**src/rtl/ring_seq_pkg.sv**
```systemverilog
// Shared definitions for the ring group/phase sequencer.
// Optional feature macro used by this slice: RGS_DIRECT_SEL_EN.
package ring_seq_pkg;

  // Phase step direction encodings (value of the dir input)
  localparam logic RGS_DIR_UP = 1'b0;
  localparam logic RGS_DIR_DN = 1'b1;

  // Field width for an index in 0..n-1, never narrower than one bit
  function automatic int clog2_min1(input int n);
    if (n <= 2) begin
      return 1;
    end else begin
      return $clog2(n);
    end
  endfunction

endpackage

```
**src/rtl/ring_seq_mod_cnt.sv**
```systemverilog
// Modulo-N up/down counter with enable, synchronous load and a wrap flag.
// wrap reports that the next enabled step would wrap (N-1 -> 0 up, 0 -> N-1 down);
// the instantiating logic decides whether that step is actually taken.
import ring_seq_pkg::*;

module ring_seq_mod_cnt #(
  parameter int N = 2,
  parameter int W = 1
) (
  input  logic         clk,
  input  logic         rst,
  input  logic         en,
  input  logic         load,
  input  logic [W-1:0] load_val,
  input  logic         dn,
  output logic [W-1:0] val,
  output logic         wrap
);

  localparam logic [W-1:0] MAX_V  = W'(N - 1);
  localparam logic [W-1:0] ZERO_V = {W{1'b0}};
  localparam logic [W-1:0] ONE_V  = {{(W-1){1'b0}}, 1'b1};

  logic [W-1:0] val_r;
  logic         wrap_s;

  // Wrap detection by explicit compare so non-power-of-2 N never leaves 0..N-1
  always_comb begin
    wrap_s = 1'b0;
    if (dn == RGS_DIR_DN) begin
      wrap_s = (val_r == ZERO_V);
    end else begin
      wrap_s = (val_r == MAX_V);
    end
  end

  // Counter register: load wins over step, otherwise hold
  always_ff @(posedge clk or negedge rst) begin
    if (!rst) begin
      val_r <= ZERO_V;
    end else if (load) begin
      val_r <= load_val;
    end else if (en) begin
      if (dn == RGS_DIR_DN) begin
        val_r <= wrap_s ? MAX_V : (val_r - ONE_V);
      end else begin
        val_r <= wrap_s ? ZERO_V : (val_r + ONE_V);
      end
    end else begin
      val_r <= val_r;
    end
  end

  assign val  = val_r;
  assign wrap = wrap_s;

endmodule

```
**src/rtl/ring_group_sequencer.sv**
```systemverilog
// Group/phase sequencer: sw=0 steps the phase inside the current group,
// sw=1 hops to the next group keeping the phase. Outputs are registered.
// Optional macro RGS_DIRECT_SEL_EN adds sel_vld/sel_grp for a direct group jump.
import ring_seq_pkg::*;

module ring_group_sequencer #(
  parameter  int NUM_GROUPS = 2,
  parameter  int GROUP_LEN  = 2,
  localparam int GW         = clog2_min1(NUM_GROUPS),
  localparam int PW         = clog2_min1(GROUP_LEN)
) (
  input  logic              clk,
  input  logic              rst,
  input  logic              en,
  input  logic              sw,
  input  logic              dir,
`ifdef RGS_DIRECT_SEL_EN
  input  logic              sel_vld,
  input  logic [GW-1:0]     sel_grp,
`endif
  output logic [GW-1:0]     grp_o,
  output logic [PW-1:0]     phase_o,
  output logic [GW+PW-1:0]  state_o,
  output logic              switch_o,
  output logic              wrap_o
);

  typedef struct packed {
    logic [GW-1:0] grp;
    logic [PW-1:0] phase;
  } rgs_state_t;

  // One extra bit so the group/phase counts themselves are representable
  localparam logic [GW:0] NG_L = (GW+1)'(NUM_GROUPS);
  localparam logic [PW:0] GL_L = (PW+1)'(GROUP_LEN);

  rgs_state_t    cur_s;
  logic          illegal_s;
  logic          ph_en_s;
  logic          ph_load_s;
  logic          ph_wrap_s;
  logic          gr_en_s;
  logic          gr_load_s;
  logic [GW-1:0] gr_ld_val_s;
  logic          gr_wrap_s;
  logic          switch_s;
  logic          wrap_s;
  logic          switch_r;
  logic          wrap_r;

  assign illegal_s = ({1'b0, cur_s.grp} >= NG_L) || ({1'b0, cur_s.phase} >= GL_L);

  // Step decode: recovery from unreachable codes, then direct select, then sw/dir step
  always_comb begin
    ph_en_s     = 1'b0;
    ph_load_s   = 1'b0;
    gr_en_s     = 1'b0;
    gr_load_s   = 1'b0;
    gr_ld_val_s = {GW{1'b0}};
    switch_s    = 1'b0;
    wrap_s      = 1'b0;
    if (en) begin
      if (illegal_s) begin
        ph_load_s = 1'b1;
        gr_load_s = 1'b1;
`ifdef RGS_DIRECT_SEL_EN
      end else if (sel_vld && ({1'b0, sel_grp} < NG_L)) begin
        gr_load_s   = 1'b1;
        gr_ld_val_s = sel_grp;
        ph_load_s   = 1'b1;
        switch_s    = 1'b1;
`endif
      end else if (sw) begin
        gr_en_s  = 1'b1;
        switch_s = 1'b1;
      end else begin
        ph_en_s = 1'b1;
        wrap_s  = ph_wrap_s;
      end
    end else begin
      ph_en_s = 1'b0;
      gr_en_s = 1'b0;
    end
  end

  ring_seq_mod_cnt #(
    .N (GROUP_LEN),
    .W (PW)
  ) u_phase_cnt (
    .clk      (clk),
    .rst      (rst),
    .en       (ph_en_s),
    .load     (ph_load_s),
    .load_val ({PW{1'b0}}),
    .dn       (dir),
    .val      (cur_s.phase),
    .wrap     (ph_wrap_s)
  );

  ring_seq_mod_cnt #(
    .N (NUM_GROUPS),
    .W (GW)
  ) u_group_cnt (
    .clk      (clk),
    .rst      (rst),
    .en       (gr_en_s),
    .load     (gr_load_s),
    .load_val (gr_ld_val_s),
    .dn       (RGS_DIR_UP),
    .val      (cur_s.grp),
    .wrap     (gr_wrap_s)
  );

  // Single-cycle event pulses, cleared whenever no step is taken
  always_ff @(posedge clk or negedge rst) begin
    if (!rst) begin
      switch_r <= 1'b0;
      wrap_r   <= 1'b0;
    end else begin
      switch_r <= switch_s;
      wrap_r   <= wrap_s;
    end
  end

  assign grp_o    = cur_s.grp;
  assign phase_o  = cur_s.phase;
  assign state_o  = cur_s;
  assign switch_o = switch_r;
  assign wrap_o   = wrap_r;

endmodule
```
**config.mk**
```make
export PLATFORM = sky130hd
export DESIGN_NAME = ring_group_sequencer
export DESIGN_NICKNAME = d
export VERILOG_FILES = /design/src/rtl/ring_seq_pkg.sv /design/src/rtl/ring_seq_mod_cnt.sv /design/src/rtl/ring_group_sequencer.sv
export SDC_FILE = /design/constraint.sdc
export NUM_CORES = 1
export LEC_CHECK = 0
export CORE_AREA = 2 2 39 41
export CTS_CLUSTER_SIZE = 14
export DETAILED_ROUTE_END_ITERATION = 7
export DIE_AREA = 0 0 41 43
export HOLD_SLACK_MARGIN = 0.1
export SLEW_MARGIN = 10
export SYNTH_ARGS = -nofsm -noshare
export SYNTH_HDL_FRONTEND = slang
export SYNTH_SLANG_ARGS = --single-unit
```
**constraint.sdc**
```tcl
create_clock -name clk -period 2.7 [get_ports clk]
set_input_delay 0.27 -clock clk [delete_from_list [all_inputs] [get_ports clk]]
set_output_delay 0.27 -clock clk [all_outputs]
set_load 0.01 [all_outputs]
```
# Word-level counts from Yosys, hierarchy flattened
# Cells that the tools add are included.
[op_classes]
bitwise_logic = 1
addsub = 3
muxes = 11
[op_table]
columns = ["op", "n"]
rows = [
  ["$mux W1", 11],
  ["$add A1 B1 Y1 const B", 2],
  ["$not A1 Y1", 1],
  ["$sub A1 B1 Y1 const B", 1],
]
[word_totals]
wordCells = 19
in_bits = 5
out_inout_bits = 6
register_bits = 4

# Logic depth before layout (Yosys ltp)
# Gate-level depths: netlist of run 1.
[depth]
depth_word = 4
ltp_mapped = 4

# Cells and area by module
# From an unflattened synthesis of run 1, not the netlist that was laid out.
[unflattened]
cells_unflattened = 18
hier_area_um2 = 197.7
[modules_own_cells]
columns = ["module", "cells_per_inst", "n_inst", "area_each_um2", "seq_area_each_um2"]
rows = [
  ["ring_seq_mod_cnt", 5, 2, 51.3, 25.0],
  ["ring_group_sequencer", 8, 1, 95.1, 50.0],
]

# Worst setup path before layout of run 1
# Ideal clock, no wire load.
[synth_path]
path_type = "register to register"
start = "register u_phase_cnt.val_r (netlist: u_phase_cnt.val)"
end = "register wrap_r (netlist: wrap_o)"
arrival_time_ps = 845
required_time_ps = 2581
setup_slack_ps = 1736
path_buffers = 0
stages_incl_launch_ff = 4
setup_ps = 119
path_cell_list = "dfrtp_1 > inv_1 > ha_1 > and2_1"
[synth_via]
elab_chain_len = 4
[synth_rtl]
columns = ["element", "line_no", "text"]
rows = [
  ["from (decl)", "ring_seq_mod_cnt.sv:24", "logic [W-1:0] val_r;"],
  ["from (signal assigned)", "ring_seq_mod_cnt.sv:42", "val_r <= load_val;"],
  ["from (signal assigned)", "ring_seq_mod_cnt.sv:45", "val_r <= wrap_s ? MAX_V : (val_r - ONE_V);"],
  ["from (signal assigned)", "ring_seq_mod_cnt.sv:47", "val_r <= wrap_s ? ZERO_V : (val_r + ONE_V);"],
  ["$not A1 Y1", "ring_seq_mod_cnt.sv:31", "wrap_s = (val_r == ZERO_V);"],
  ["$mux W1 *", "ring_seq_mod_cnt.sv:30", "if (dn == RGS_DIR_DN) begin"],
  ["$mux W1 *", "ring_group_sequencer.sv:73", "end else if (sw) begin"],
  ["$mux W1 *", "ring_group_sequencer.sv:62", "if (en) begin"],
  ["via wrap_s", "ring_group_sequencer.sv:47", "logic wrap_s;"],
  ["to (signal assigned)", "ring_group_sequencer.sv:121", "wrap_r <= wrap_s;"],
  ["to (decl)", "ring_group_sequencer.sv:49", "logic wrap_r;"],
]
# The timed path passes the listed nets; every way through them passes the cells marked *.
# A chain may end at the register's enable or synchronous reset.

# Worst setup path after layout of run 1
[layout_path]
start = "register u_group_cnt.val_r (netlist: u_group_cnt.val)"
end = "output state_o[1]"
[layout_lines]
columns = ["element", "line_no", "text"]
rows = [
  ["from (decl)", "ring_seq_mod_cnt.sv:24", ""],
  ["from (signal assigned)", "ring_seq_mod_cnt.sv:42", ""],
  ["from (signal assigned)", "ring_seq_mod_cnt.sv:45", ""],
  ["from (signal assigned)", "ring_seq_mod_cnt.sv:47", ""],
  ["to (decl)", "ring_group_sequencer.sv:23", "output logic [GW+PW-1:0] state_o,"],
]
# No word-level cell between the ends.

==> results of run 1 <==
Yosys cell counts, drive strengths merged:
| cell type | number |
|---|---|
| nor2b | 1 |
| inv | 2 |
| and2 | 2 |
| nor2 | 1 |
| dfrtp | 4 |
| xor2 | 1 |
| ha | 2 |
| buf | 2 |
| mux2i | 1 |
placed cells by master (no fill, tap or decap):
cell and n:
nor2_1 1, clkdlybuf4s50_1 10, dfrtp_1 4, nor2b_1 1
xor2_1 1, clkbuf_4 3, mux2i_1 1, and2_1 2
ha_1 2, inv_1 2
worst max path at each step:
stage	from	cells after the start	end
4_1_cts	u_group_cnt.val	1	state_o[1]
3_3_place_gp	dir	4	wrap_o
5_1_grt	u_group_cnt.val	1	state_o[1]
3_5_place_dp	dir	4	wrap_o
2_1_floorplan	u_phase_cnt.val	3	wrap_o
6_report	u_group_cnt.val	1	state_o[1]
registers in the layout, summed over array words and instances, names as in the netlist:
name / flops
wrap_o: 1
u_group_cnt.val: 1
switch_o: 1
u_phase_cnt.val: 1
per-stage QoR:
stage	hold WS, ns	power, mW
floorplan	-0.0256	0.153
global placement	0.479	0.207
detailed placement	0.483	0.211
CTS	0.233	0.286
global route	0.246	0.311
finish	0.236	0.280
where the power goes:
| group | leakage (nW) | internal [mW] | switching [mW] |
|---|---|---|---|
| Combinational | 0.0822 | 0.0721 | 0.0443 |
| Clock | 0.0138 | 0.0496 | 0.0234 |
| Sequential | 0.0498 | 0.0781 | 0.0125 |
| Total | 0.146 | 0.200 | 0.0802 |
final cells by class:
| type | count | area, sq um |
|---|---|---|
| timing repair buffer | 10 | 100 |
| fill | 154 | 1070 |
| clock buffer | 3 | 22.5 |
| multi-input combinational | 8 | 66.3 |
| inverter | 2 | 7.51 |
| tap | 16 | 20.0 |
| sequential | 4 | 100 |
cells by family after synthesis:
| family | count (synthesis) | synth area share |
|---|---|---|
| AND/OR/NAND/NOR | 4 | 0.119 |
| flip-flops | 4 | 0.530 |
| multiplexers | 1 | 0.0530 |
| XOR/XNOR | 1 | 0.0464 |
| adder cells (fa/ha/maj) | 2 | 0.132 |
| buffers and inverters | 4 | 0.119 |
routing by layer:
metal / GRT usage / up-vias
li1: - / 68
met3: 0.0314 / 5
met1: 0.0418 / 62
met5: 0 / -
met2: 0.0750 / 13
met4: 0.140 / 0
==> flow_summary.yaml, run 1 <==
place:
  placed_cells: 40
  gp_congestion: 0.530
  dp_hpwl_um: 256
  placed_area_sq_um: 294
  port_buffers: 10
  dp_slack_ns: 1.36
pwr:
  cellPowerDensity_nw_per_um2: 884
  ir_drop_mv: 0.150
  p_leak_nw: 0.146
die:
  fp-row-count: 14
  die_x_um: 41
  core-area_sq_um: 1380
  start_util: 0.137
  die_h_um: 43
  dieArea_sq_um: 1760
  ios: 11
sta:
  period_minus_slack_ns: 1.41
  fmax_mhz: 708
  tightest_slew_ns: 0.187
  setup_viol: 0
  fin_setup_tns_ns: 0
  period_share: 0.523
  slew_headroom: 0.875
  fin_ws_ns: 1.29
  maxSlewViolCount: 0
  hold_viol: 0
  skew_ns: 0.0000188
  grt_setup_unrepaired: "no"
setup_path:
  crit_family: "buffers and inverters"
  ff2ff_path_depth: 3
  endpoint_kind: "primary output"
  slowest_stage: "clkdlybuf4s50_1"
  crit_path_max_incr_delay_ns: 0.54
  startpoint_type: "register"
  path_cells: "clkdlybuf4s50_1"
  r2r-end: "wrap_o"
  crit_type: "register to primary output"
  r2r_start: "u_phase_cnt.val"
  cp_max_fo: 3
  cp.required_ns: 2.43
  critPathBufInv: 1
  arrival_ns: 1.14
  rrSetupSlack_ns: 1.74
yosys:
  ys_seq_elements: 4
  yosysWarningCount: 0
  yosysTopAreaCellShare: 0.530
  syn_nets: 23
  synthCells: 16
  synth_area_per_cell_sq_um: 11.8
  netlist_area_sq_um: 189
  synth_top_area_cell: "dfrtp_1"
  synth.area.top_cells: "dfrtp_1 (53%), ha_1 (13%), buf_4 (7.9%), and2_1 (6.6%), mux2i_1 (5.3%)"
  seq_area_frac_synth: 0.530
  ys_types: 9
global_route:
  grt_pass1_vias: 157
  overflow: 0
  grt_start_max_net_pins: 5
  grt_pass1_wl_um: 579
  grt_usage: 0.0643
  antenna_found_initial: 0
clock_network:
  post_cts_buffers: 0
  cts_hold_buf: 0
  path_clk_slew_ns: 0.04
  cts_sinks: 4
  clock_latency_ns: 0.23
  cts-root-buf: "clkbuf_4"
  clk_path_buf_depth: 2
  ctsResizeCount: 0
  cts-htree-levels: 1
  cts_tree: "yes"
  numCtsBuffers: 3
cells_and_area:
  syn2layout_area_growth_pct: 67.6
  drive_gt1_frac: 0.111
  antenna_cells_inserted: 0
  fin_cells: 43
  fin_area_sq_um: 317
  final_nets: 36
  final_core_util: 0.229
routing:
  met3_length_um: 40
  drt-total-wl_um: 317
  remaining_drc_errors: 0
  drt_iter0_drc: 0
  top_layer_used: "met4"
  dr_wl_met2_um: 135
  dr.pass1.iters: 1
  wl_per_cell_um: 7.37
  vias: 148
  wirelength_met1_um: 97
  vias_per_cell: 3.44
  detail-route-antenna-nets: 0
job:
  max-cap-violations: 0
worst_hold_path:
  hold_class: "input pin to asynchronous set/reset pin"
outcome:
  status: "complete, no violations"
(Power assumes the default switching activity.)
==> inputs of run 2 (changes only) <==
==> constraint.sdc (replaced) <==
create_clock -name clk -period 1.14 [get_ports clk]
set_input_delay 0.114 -clock clk [delete_from_list [all_inputs] [get_ports clk]]
set_output_delay 0.114 -clock clk [all_outputs]
set_load 0.01 [all_outputs]
==> flow_summary.yaml, run 2 (synthesized netlist as in run 1, its figures left out) <==
outcome:
  status: "complete, no violations"
sta:
  skew_ns: 0.0000193
  whs_ns: 0.473
  fmax_mhz: 985
  setup_viol: 0
  period_minus_slack_ns: 1.02
  period_share: 0.891
  slew_headroom: 0.879
  grt_setup_unrepaired: "no"
  fin_ws_ns: 0.125
  maxSlewViolCount: 0
  hold_viol: 0
  tightest_slew_ns: 0.180
setup_path:
  cp_max_fo: 3
  crit_start: "u_group_cnt.val"
  crit_path_max_incr_delay_ns: 0.38
  path_cells: "dlygate4sd2_1"
  r2r_start: "u_phase_cnt.val"
  endpoint_kind: "primary output"
  cp.required_ns: 1.03
  arrival_ns: 0.90
  rrSetupSlack_ns: 0.19
  startpoint_type: "register"
  crit_family: "flip-flops"
  slowest_stage: "dfrtp_1"
  crit_type: "register to primary output"
  critPathBufInv: 1
clock_network:
  path_clk_slew_ns: 0.03
  clk_path_buf_depth: 2
  numCtsBuffers: 3
  clock_latency_ns: 0.23
  cts_tree: "yes"
  cts-root-buf: "clkbuf_4"
  cts_sinks: 4
  cts-htree-levels: 1
cells_and_area:
  fillers: 158
  antenna_cells_inserted: 0
  fin_cells: 44
  final_common_cell: "dlygate4sd2_1"
  fin_area_sq_um: 319
  final_core_util: 0.231
  ff_latch_area_sq_um: 100
  syn2layout_area_growth_pct: 68.9
  multi_input_area_sq_um: 66.3
  final_nets: 37
  drive_gt1_frac: 0.107
  mostFrequentLayoutCells: "dlygate4sd2_1 (6), clkdlybuf4s50_1 (4), dfrtp_1 (4), clkbuf_4 (3)"
die:
  die_x_um: 41
  ios: 11
  die_h_um: 43
  start_util: 0.137
  fp-row-count: 14
  core-area_sq_um: 1380
  dieArea_sq_um: 1760
routing:
  drt-total-wl_um: 290
  wl_per_cell_um: 6.59
  remaining_drc_errors: 0
  detail-route-antenna-nets: 0
  dr.pass1.iters: 1
  drt_iter0_drc: 0
  vias: 142
  vias_per_cell: 3.23
job:
  max-cap-violations: 0
global_route:
  grt_usage: 0.0502
  grt_start_max_net_pins: 5
  antenna_found_initial: 0
  grtUsageMet2: 0.0625
  top_usage_layer: "met4"
  grtUsageMet3: 0.0157
  overflow: 0
  grt_pass1_wl_um: 496
  grtUsageMet1: 0.0386
  grt_pass1_vias: 145
place:
  dp_slack_ns: -0.0266
  gp_congestion: 0.507
  placed_cells: 40
  placed_area_sq_um: 294
  port_buffers: 10
pwr:
  cellPowerDensity_nw_per_um2: 1890
  p_leak_nw: 0.163
  ir_drop_mv: 0.258
worst_hold_path:
  hold_class: "register to register"
  hp-start: "u_group_cnt.val"
## run 2: final cells by class
cell class	count	area share
Timing Repair Buffer	11	0.322
Sequential cell	4	0.314
Multi-Input combinational cell	8	0.208
Clock buffer	3	0.0706
Tap cell	16	0.0627
Inverter	2	0.0235
## run 2: what timing repair did
action | in CTS | in global routing
setup endpoints to repair | 6 | 0
setup buffers | 0 | 0
gates resized for setup | 6 | 0
hold buffers | 1 | 0
endpoints found under the hold margin | 4 | 0
## run 2: layer usage
metal / vias to the layer above / routed length (um)
li1: 71 / -
met1: 63 / 114
met2: 8 / 151
met3: 0 / 24
met4: 0 / 0
met5: - / 0
## run 2: final timing paths
kind / end / depth (start not counted)
worst min register to register: u_group_cnt.val / 1
worst max-delay path: grp_o / 1
worst max register to register: wrap_o / 3
worst min-delay path: u_group_cnt.val / 1
min in group asynchronous: u_phase_cnt.val / 2
max in group asynchronous: u_group_cnt.val / 2
## run 2: per-stage QoR
stage / total power, mW / setup TNS [ns]
2_1_floorplan: 0.361 / 0
3_3_place_gp: 0.490 / -0.0224
3_5_place_dp: 0.492 / -0.0266
4_1_cts: 0.619 / 0
5_1_grt: 0.658 / 0
6_report: 0.603 / 0
## run 2: power breakdown
part	internal [mW]	switching [mW]	leakage (nW)
registers	0.185	0.0243	0.0498
clock network	0.117	0.0513	0.0138
logic	0.119	0.106	0.0994
total	0.421	0.182	0.163
